File: src/rtl/imem_loader.sv
// Instruction-memory loader: assembles MSB-first byte pairs into 16-bit words
// and writes them to consecutive even byte addresses until the halt word is written.
module imem_loader #(
  parameter int unsigned DEPTH     = 1024,
  parameter logic [15:0] HALT_WORD = 16'hFFFF
) (
  input  logic        Clock,
  input  logic        Reset,
  input  logic        Start,
  input  logic        ByteValid,
  input  logic [7:0]  ByteData,
  output logic        ByteReady,
  output logic        WriteEnable,
  output logic [15:0] WriteAddress,
  output logic [15:0] WriteData,
  output logic        Busy,
  output logic        Done,
  output logic        Overflow,
  output logic [15:0] WordCount
);

  localparam int unsigned CNT_W = 17;
  localparam logic [CNT_W-1:0] DEPTH_W = CNT_W'(DEPTH);

  typedef enum logic [2:0] {
    IDLE  = 3'd0,
    HI    = 3'd1,
    LO    = 3'd2,
    WRITE = 3'd3,
    DONE  = 3'd4,
    ERROR = 3'd5
  } state_t;

  state_t      state, state_next;
  logic [7:0]  hi_byte, hi_byte_next;
  logic [15:0] data_next, addr_next, count_next;
  logic        xfer;

  // Next-state and datapath update selection
  always_comb begin
    state_next   = state;
    hi_byte_next = hi_byte;
    data_next    = WriteData;
    addr_next    = WriteAddress;
    count_next   = WordCount;
    xfer         = ByteValid & ByteReady;
    case (state)
      IDLE, DONE, ERROR: begin
        if (Start) begin
          count_next = '0;
          state_next = HI;
        end
      end
      HI: begin
        if (xfer) begin
          hi_byte_next = ByteData;
          state_next   = LO;
        end
      end
      LO: begin
        if (xfer) begin
          data_next  = {hi_byte, ByteData};
          addr_next  = {WordCount[14:0], 1'b0};
          state_next = WRITE;
        end
      end
      WRITE: begin
        count_next = WordCount + 16'd1;
        // Halt wins over a full memory so a halt in the last slot still ends cleanly
        if (WriteData == HALT_WORD) begin
          state_next = DONE;
        end else if (CNT_W'(WordCount) + CNT_W'(1) == DEPTH_W) begin
          state_next = ERROR;
        end else begin
          state_next = HI;
        end
      end
      default: state_next = IDLE;
    endcase
  end

  // State register with flags decoded from the next state so they are registered
  always_ff @(posedge Clock) begin
    if (Reset) begin
      state        <= IDLE;
      hi_byte      <= '0;
      WriteData    <= '0;
      WriteAddress <= '0;
      WordCount    <= '0;
      ByteReady    <= 1'b0;
      WriteEnable  <= 1'b0;
      Busy         <= 1'b0;
      Done         <= 1'b0;
      Overflow     <= 1'b0;
    end else begin
      state        <= state_next;
      hi_byte      <= hi_byte_next;
      WriteData    <= data_next;
      WriteAddress <= addr_next;
      WordCount    <= count_next;
      ByteReady    <= (state_next == HI) || (state_next == LO);
      WriteEnable  <= (state_next == WRITE);
      Busy         <= (state_next == HI) || (state_next == LO) || (state_next == WRITE);
      Done         <= (state_next == DONE);
      Overflow     <= (state_next == ERROR);
    end
  end

endmodule

File: config.mk
export PLATFORM = sky130hd
export DESIGN_NAME = imem_loader
export DESIGN_NICKNAME = d
export VERILOG_FILES = /design/src/rtl/imem_loader.sv
export SDC_FILE = /design/constraint.sdc
export NUM_CORES = 1
export LEC_CHECK = 0
export CAP_MARGIN = 20
export CELL_PAD_IN_SITES_DETAIL_PLACEMENT = 0
export CELL_PAD_IN_SITES_GLOBAL_PLACEMENT = 1
export CORE_ASPECT_RATIO = 0.5
export CORE_UTILIZATION = 36
export CTS_CLUSTER_DIAMETER = 150
export CTS_CLUSTER_SIZE = 30
export DETAILED_ROUTE_END_ITERATION = 8
export PLACE_DENSITY_LB_ADDON = 0.1
export SLEW_MARGIN = 20
export SYNTH_ARGS = -nofsm -noshare
export SYNTH_HDL_FRONTEND = slang
export SYNTH_SLANG_ARGS = --single-unit
File: constraint.sdc
create_clock -name Clock -period 3.1 [get_ports Clock]
set_input_delay 0.465 -clock Clock [delete_from_list [all_inputs] [get_ports Clock]]
set_output_delay 0.465 -clock Clock [all_outputs]
set_load 0.03 [all_outputs]
==> results of run 1 <==
-- routing by layer --
layer	global-route usage, %	wire (um)	vias up
li1	-	-	1345
met3	9.414	569	9
met2	29.89	3247	85
met4	5.882	77	0
met5	0	0	-
met1	25.14	3447	1272
-- placed cells by master, fill, tap and decap left out, drive strengths merged, types with 4 or more instances in the layout --
| cell | n |
|---|---|
| nand2 | 77 |
| dfxtp | 63 |
| clkdlybuf4s50 | 62 |
| a21oi | 51 |
| nor2 | 30 |
| o21ai | 18 |
| clkbuf | 10 |
| mux2i | 9 |
| nand4 | 9 |
| a31oi | 7 |
| buf | 7 |
| nand3 | 6 |
| nor3 | 5 |
| a22oi | 4 |
| nor4 | 4 |
-- per-stage QoR --
| step | worst slack, ns | cells |
|---|---|---|
| floorplan | 0.5813 | 359 |
| global placement | 0.6098 | 504 |
| detailed placement | 0.5608 | 504 |
| CTS | 0.5667 | 520 |
| global route | 0.3402 | 520 |
| finish | 0.5432 | 520 |
-- layout make-up --
cell class	count	area [um2]	share of cell area (%)
inverter	3	11.26	0.2924
multi-input combinational	261	1433	37.20
sequential	63	1261	32.75
tap	108	135.1	3.509
clock buffer	10	229.0	5.945
clock inverter	6	108.9	2.827
timing repair buffer	69	673.1	17.48
-- critical path, stage by stage, from the launching register on --
cell	delay [ns]
dfxtp_1	0.55
nand4_1	0.30
nor3_1	0.54
xnor2_1	0.18
o211ai_1	0.10
or4_4	0.58
a21o_1	0.20
-- flip-flops by register name, indices dropped and copies added (netlist names) --
| signal | flops |
|---|---|
| WriteEnable | 1 |
| Busy | 1 |
| WriteAddress | 15 |
| WriteData | 16 |
| state | 3 |
| Done | 1 |
| hi_byte | 8 |
| Overflow | 1 |
| WordCount | 16 |
| ByteReady | 1 |
-- logic make-up after synthesis --
group,after synthesis
AO/OA/AOI/OAI,94
XOR/XNOR,5
adder cells (fa/ha/maj),2
buffers and inverters,35
flip-flops,63
multiplexers,9
other,1
AND/OR/NAND/NOR,150
-- how the worst max path moves through the flow --
| stage | slack [ns] | startpoint | depth (start not counted) | end |
|---|---|---|---|---|
| 6_report | 0.54 | WordCount[7]$_SDFFE_PP0P_ | 6 | Busy$_SDFF_PP0_ |
| 5_1_grt | 0.34 | WordCount[7]$_SDFFE_PP0P_ | 6 | Busy$_SDFF_PP0_ |
| 4_1_cts | 0.57 | WordCount[8]$_SDFFE_PP0P_ | 6 | Busy$_SDFF_PP0_ |
| 3_5_place_dp | 0.56 | ByteValid | 5 | WriteAddress[8]$_SDFFE_PP0P_ |
| 3_3_place_gp | 0.61 | ByteValid | 5 | WriteData[6]$_SDFFE_PP0P_ |
| 2_1_floorplan | 0.58 | WordCount[1]$_SDFFE_PP0P_ | 7 | Busy$_SDFF_PP0_ |
-- power breakdown --
| group | total, W | switching (W) | internal [W] |
|---|---|---|---|
| logic | 0.0000822 | 0.0000499 | 0.0000323 |
| registers | 0.000825 | 0.00000792 | 0.000818 |
| clock network | 0.00114 | 0.000356 | 0.000783 |
| total | 0.00205 | 0.000413 | 0.00163 |
==> flow_metrics.tcl, run 1 <==
set metrics [dict create \
    status "complete, no violations" \
    ios 65 \
    placed_cell_area_um2 3511 \
    drive_above_1_share_pct 8.252 \
    clk_latency_ns 0.33 \
    wl_per_cell_um 14.12 \
    numPortBuffers 63 \
    r2r_cells 6 \
    clk_path_buf_depth 2 \
    clk_pin_slew_ns 0.05 \
    min_to "WriteAddress[11]$_SDFFE_PP0P_" \
    crit_path_end_kind "flip-flop" \
    cts_setup_buffers 0 \
    start_util_pct 38.10 \
    power.leakage_nw 1.287 \
    cts_sinks 63 \
    cts_tree "built" \
    cap_violations 0 \
    first_pass_iters 5 \
    synthCells 359 \
    synth_compound_gate_area_share_pct 18.77 \
    wirelength_um 7341 \
    ys_async_sr_fraction_pct 0 \
    holdPathStages 2 \
    critPathLaunchType "flip-flop" \
    synth_edf_count 0 \
    finalPower_w 0.002046 \
    synth_top_area_share_pct 44.21 \
    crit_path_max_fanout 12 \
    design_area_um2 3851 \
    fin_nets 421 \
    crit_type "reg2reg" \
    p_per_area_nw_per_um2 531.3 \
    synth_area_leaders "dfxtp_1 (44%), nand2_1 (10%), a21oi_1 (8.9%)" \
    synth.most_common_cell "nand2_1" \
    via_per_inst 5.213 \
    grt_max_degree 61 \
    syn-num-nets 373 \
    clock_tree.root_cell "clkbuf_16" \
    cts-buffers-inserted 9 \
    r2r-start "WordCount[7]$_SDFFE_PP0P_" \
    setup_viol 0 \
    area_delta_synth_final_pct 35.00 \
    vias 2711 \
    num_rows 22 \
    place_hpwl_um 4855 \
    coreArea_um2 7487 \
    synth_top_family_by_area "simple AND/OR/NAND/NOR gates" \
    h-tree-depth 3 \
    drtIter0Drc 174 \
    finClkSkew_ns 0.004753 \
    synthTopCellsByCount "nand2_1 (77), dfxtp_1 (63), a21oi_1 (51)" \
    period_needed_ns 2.557 \
    hold_path_class "reg2reg" \
    yosysUniqueCellTypes 47 \
    yosysSeqAreaShare_pct 44.21 \
    rsz0062_at_grt "no" \
    fin_hold_ws_ns 0.4506 \
    synth_fa_ha_area_share_pct 0.8772 \
    fillers 729 \
    grt_pass1_wl_um 12630 \
    tns_ns 0 \
    yosysTopAreaCell "dfxtp_1" \
    die_h_um 64.95 \
    relSlewSlack_pct 44.17 \
    cts_resized 0 \
    drcViolationCount 0 \
    grt_pass1_vias 2547 \
    antenna_found_initial 0 \
    syn_area_per_cell_um2 7.946 \
    ant_nets 0 \
    final_max_slew_viol_count 0 \
    max_freq_mhz 391.1 \
    dieWidth_um 127.9 \
    final_hold_viol_count 0 \
    gp_congestion 0.7738 \
    ys_seq_elements 63 \
    yosysWarnings 0 \
    grtUsageTotal_pct 19.87 \
    fin_crit_sh_pct 82.48 \
    synth_simple_gate_area_share_pct 25.53 \
    antenna_cells 0 \
    reg2reg_to "Busy$_SDFF_PP0_" \
    overflow 0 \
    ctsHoldBuffers 0 \
    r2r_setup_slack_ns 0.54 \
    synth_area_um2 2853 \
    synth_xor_area_share_pct 1.535 \
    crit_arrival_ns 2.79 \
    tightest_slew_ns 0.8297 \
    hp-start "WriteAddress[11]$_SDFFE_PP0P_" \
    vdd_ir_drop_max_uv 251.1 \
    synth_mux_area_share_pct 3.158 \
    die_area_um2 8306 \
    cp_data_required_time_ns 3.33 \
    ys.flop_type "dfxtp_1" \
    final_util_pct 51.44 \
]
(Power assumes the default switching activity.)
==> run 2, diff against run 1 <==
clock period = 2.6 ns   (was 3.1 ns; I/O delays follow)
==> run 2 against run 1 <==
Utilization is 0.67 points higher. Cell area up 1.3%. Setup slack got worse by 0.21 ns. Fmax grew 13%. Sequential power up 19%. Largest power group unchanged. Clock power about the same. Sequential share of layout area decreased by 0.42 points. Critical endpoint unchanged. Via count fell by 0.66%.
==> flow_metrics.tcl, run 2 (synthesis results as in run 1) <==
set metrics [dict create \
    clk_latency_ns 0.33 \
    relSlewSlack_pct 48.91 \
    holdPathStages 2 \
    crit_type "reg2reg" \
    vias 2693 \
    fin_crit_sh_pct 87.37 \
    grt_max_degree 33 \
    overflow 0 \
    cts_setup_buffers 0 \
    ios 65 \
    ctsHoldBuffers 0 \
    hp-start "hi_byte[7]$_SDFFE_PP0P_" \
    num_rows 22 \
    path_cells "ha_1 > nand3_2 > nor4_2 > a31oi_1 > or4_4 > a21o_1" \
    rsz0062_at_grt "no" \
    fin_nets 434 \
    antenna_found_initial 0 \
    h-tree-depth 3 \
    clk_pin_slew_ns 0.05 \
    drtIter0Drc 171 \
    cts_resized 0 \
    ant_nets 0 \
    cts-buffers-inserted 9 \
    finClkSkew_ns 0.005762 \
    die_h_um 64.95 \
    max_freq_mhz 440.2 \
    finalPower_w 0.002261 \
    clk_path_buf_depth 2 \
    final_max_slew_viol_count 0 \
    cts_tree "built" \
    hold_path_class "reg2reg" \
    final_util_pct 52.11 \
    cap_violations 0 \
    crit_path_max_fanout 8 \
    r2r_cells 6 \
    tightest_slew_ns 0.7594 \
    design_area_um2 3901 \
    grt_pass1_vias 2493 \
    layout_common_cells "nand2_1 (77), dfxtp_1 (63), clkdlybuf4s50_1 (62)" \
    crit_path_start "WordCount[0]$_SDFFE_PP0P_" \
    die_area_um2 8306 \
    wirelength_um 7427 \
    grtUsageTotal_pct 19.63 \
    cpMaxStageDelayCell "or4_4" \
    vdd_ir_drop_max_uv 302.9 \
    period_needed_ns 2.272 \
    wl_per_cell_um 13.93 \
    coreArea_um2 7487 \
    via_per_inst 5.053 \
    critPathLaunchType "flip-flop" \
    cp-endpoint "Busy$_SDFF_PP0_" \
    cpPeakStageDelay_ns 0.60 \
    numPortBuffers 63 \
    power.leakage_nw 1.326 \
    start_util_pct 38.10 \
    crit_arrival_ns 2.49 \
    gp_congestion 0.8493 \
    p_per_area_nw_per_um2 579.5 \
    cp_data_required_time_ns 2.82 \
    cts_sinks 63 \
    place_hpwl_um 5084 \
    placed_cell_area_um2 3608 \
    tns_ns 0 \
    clock_tree.root_cell "clkbuf_16" \
    reg2reg_to "Busy$_SDFF_PP0_" \
    r2r-start "WordCount[0]$_SDFFE_PP0P_" \
    area_delta_synth_final_pct 36.75 \
    dieWidth_um 127.9 \
    grt_pass1_wl_um 12370 \
    r2r_setup_slack_ns 0.33 \
    final_hold_viol_count 0 \
    first_pass_iters 4 \
    setup_viol 0 \
    place_ws_ns 0.3509 \
    crit_path_end_kind "flip-flop" \
    largest_registers "WordCount x16, WriteData x16, WriteAddress x15" \
    drcViolationCount 0 \
    fin_ws_ns 0.3283 \
    antenna_cells 0 \
    final_common_cell "nand2_1" \
    drive_above_1_share_pct 10.59 \
    status "complete, no violations" \
]
## run 2: changes by cell type in the layout (fill, tap and decap cells not counted)
cell | previous run | this run
bufinv_16 | 3 | 1
clkinv_4 | 1 | 0
buf_2 | 0 | 1
clkbuf_8 | 0 | 1
clkinv_2 | 2 | 1
clkbuf_1 | 1 | 3
clkinvlp_4 | 0 | 1
buf_4 | 7 | 19
## run 2: metal layers
metal / wire (um) / track usage (%)
met4: 95 / 8.235
met5: 0 / 0
met3: 523 / 7.680
met2: 3274 / 30.23
met1: 3534 / 24.49
## run 2: how the worst min path moves through the flow
stage / end
final: WriteData[15]$_SDFFE_PP0P_
after global routing: WriteAddress[6]$_SDFFE_PP0P_
after CTS: WriteAddress[3]$_SDFFE_PP0P_
after detailed placement: WriteAddress[3]$_SDFFE_PP0P_
after global placement: WriteData[15]$_SDFFE_PP0P_
after floorplan: WriteData[10]$_SDFFE_PP0P_
## run 2: critical path, delay by kind of cell, from the launching register on
kind	cells	cell delay, ns
and+or+nand+nor	3	1.21
AOI/OAI and AO/OA	2	0.34
DFF	1	0.33
adders and majority gates	1	0.29
## run 2: where the power goes
group | switching, W | internal [W]
combinational | 0.0000645 | 0.0000427
clock | 0.000406 | 0.000766
sequential | 0.00000598 | 0.000975
total | 0.000476 | 0.00178
## run 2: per-stage QoR
step | hold slack (ns) | instances
6_report | 0.4524 | 533
5_1_grt | 0.4644 | 533
4_1_cts | 0.4543 | 533
3_5_place_dp | 0.4470 | 517
3_3_place_gp | 0.4419 | 517
2_1_floorplan | 0.4313 | 359
## run 2: cell type report
class                           instances  area, um2
Clock buffer                           13      250.2
Clock inverter                          3      42.54
Fill cell                             736       3586
Inverter                                3      11.26
Multi-Input combinational cell        261       1433
Sequential cell                        63       1261
Tap cell                              108      135.1
Timing Repair Buffer                   82      768.2
==> run 3, diff against run 2 <==
RECOVER_POWER = 25   (was default)
==> run 3 against run 2 <==
Via count increased by 1.0%. Non-clock buffer count unchanged. Hold slack got worse by 0.0029 ns. Sequential power about the same. Critical endpoint unchanged. Highest routed layer unchanged.
==> flow_metrics.tcl, run 3 (synthesis results as in run 1) <==
set metrics [dict create \
    layout_common_cells "nand2_1 (77), dfxtp_1 (63), a21oi_1 (51)" \
    swShare_pct 21.14 \
    antenna_cells 0 \
    ios 65 \
    clk_path_buf_depth 2 \
    max_freq_mhz 440.2 \
    cts_resized 0 \
    dieWidth_um 127.9 \
    tns_ns 0 \
    power.leakage_nw 1.392 \
    power_frac_seq_pct 43.4 \
    final_hold_viol_count 0 \
    wirelength_um 7441 \
    numPortBuffers 63 \
    antenna_found_initial 0 \
    num_rows 22 \
    status "complete, no violations" \
    cts-buffers-inserted 9 \
    die_h_um 64.95 \
    finClkSkew_ns 0.006192 \
    crit_path_end_kind "flip-flop" \
    cts_sinks 63 \
    largest_registers "WordCount x16, WriteData x16, WriteAddress x15" \
    critPathLaunchType "flip-flop" \
    start_util_pct 38.10 \
    grt_pass1_wl_um 12370 \
    wl_per_cell_um 13.96 \
    rsz0062_at_grt "no" \
    drtIter0Drc 171 \
    clock_tree.root_cell "clkbuf_16" \
    relSlewSlack_pct 49.57 \
    final_max_slew_viol_count 0 \
    vias 2721 \
    p_comb_share_pct 4.6 \
    via_per_inst 5.105 \
    clk_pin_slew_ns 0.05 \
    coreArea_um2 7487 \
    final_common_cell "nand2_1" \
    crit_path_max_fanout 8 \
    clkPwrFrac_pct 51.9 \
    grt_max_degree 33 \
    cts_tree "built" \
    fin_crit_sh_pct 87.38 \
    multiInputGateArea_um2 1433 \
    die_area_um2 8306 \
    grtUsageTotal_pct 19.63 \
    first_pass_iters 5 \
    area_delta_synth_final_pct 36.49 \
    ant_nets 0 \
    p_per_area_nw_per_um2 580.1 \
    drcViolationCount 0 \
    switchingPower_w 0.0004776 \
    hold_path_class "reg2reg" \
    regArea_um2 1261 \
    place_hpwl_um 5084 \
    overflow 0 \
    finalNonFillerCells 533 \
    period_needed_ns 2.272 \
    p_int_w 0.001781 \
    h-tree-depth 3 \
    cap_violations 0 \
    ctsHoldBuffers 0 \
    setup_viol 0 \
    fin_hold_ws_ns 0.4496 \
    vdd_ir_drop_max_uv 304.7 \
    grt_pass1_vias 2493 \
    cp_data_required_time_ns 2.82 \
    cts_setup_buffers 0 \
    gp_congestion 0.8493 \
    dp_cells 517 \
    fillers 738 \
    clk_latency_ns 0.33 \
    crit_type "reg2reg" \
    drive_above_1_share_pct 10.12 \
    crit_arrival_ns 2.49 \
    fin_nets 434 \
    tightest_slew_ns 0.7495 \
]
==> run 3: cell types whose count changed in the layout (fill, tap and decap cells not counted), sizes merged <==
cell,change
clkdlybuf4s50,-23
dlygate4sd3,+23
buf,-2
clkbuf,+2
==> run 3: power by group through the flow <==
stage / sequential, W / clock (W) / combinational [W]
floorplan: 0.00101 / 0 / 0.0000578
global placement: 0.00100 / 0 / 0.000106
detailed placement: 0.00100 / 0 / 0.000107
CTS: 0.000981 / 0.00121 / 0.000108
global route: 0.000981 / 0.00125 / 0.000114
finish: 0.000981 / 0.00117 / 0.000104
==> run 3: worst max-delay path, cell delays in order, from the launching register on <==
cell     delay [ns]
dfxtp_1        0.33
ha_1           0.29
nand3_2        0.21
nor4_2         0.40
a31oi_1        0.14
or4_4          0.60
a21o_1         0.20
==> run 3: path summary, 6_finish.rpt <==
path | start | end | slack [ns] | cells after the start
min reg2reg | WriteAddress[6]$_SDFFE_PP0P_ | WriteAddress[6]$_SDFFE_PP0P_ | 0.45 | 2
min | WriteAddress[6]$_SDFFE_PP0P_ | WriteAddress[6]$_SDFFE_PP0P_ | 0.45 | 2
max reg2reg | WordCount[0]$_SDFFE_PP0P_ | Busy$_SDFF_PP0_ | 0.33 | 6
max | WordCount[0]$_SDFFE_PP0P_ | Busy$_SDFF_PP0_ | 0.33 | 6
==> run 3: through the flow <==
stage,total power (W),setup WS [ns],util (%),cell area (um2)
final,0.002259,0.3282,52.01,3894
after global routing,0.002349,0.1631,52.01,3894
after CTS,0.002295,0.3336,52.11,3901
after detailed placement,0.001108,0.3509,48.20,3608
after global placement,0.001106,0.3745,48.20,3608
after floorplan,0.001064,0.08132,-,2853
==> run 3: layout make-up <==
type	count	area share, %
clock buffers	13	6.427
clock inverters	3	1.093
inverters	3	0.2892
multi-input cells	261	36.79
flip-flops and latches	63	32.39
well taps	108	3.470
repair buffers	82	19.54
==> run 3: per-layer routing <==
metal	share of wire (%)	global-route usage (%)	vias to the layer above
met3	7.4	7.680	17
met2	44	30.23	92
li1	-	-	1364
met4	1.4	8.235	0
met5	0	0	-
met1	47	24.49	1248
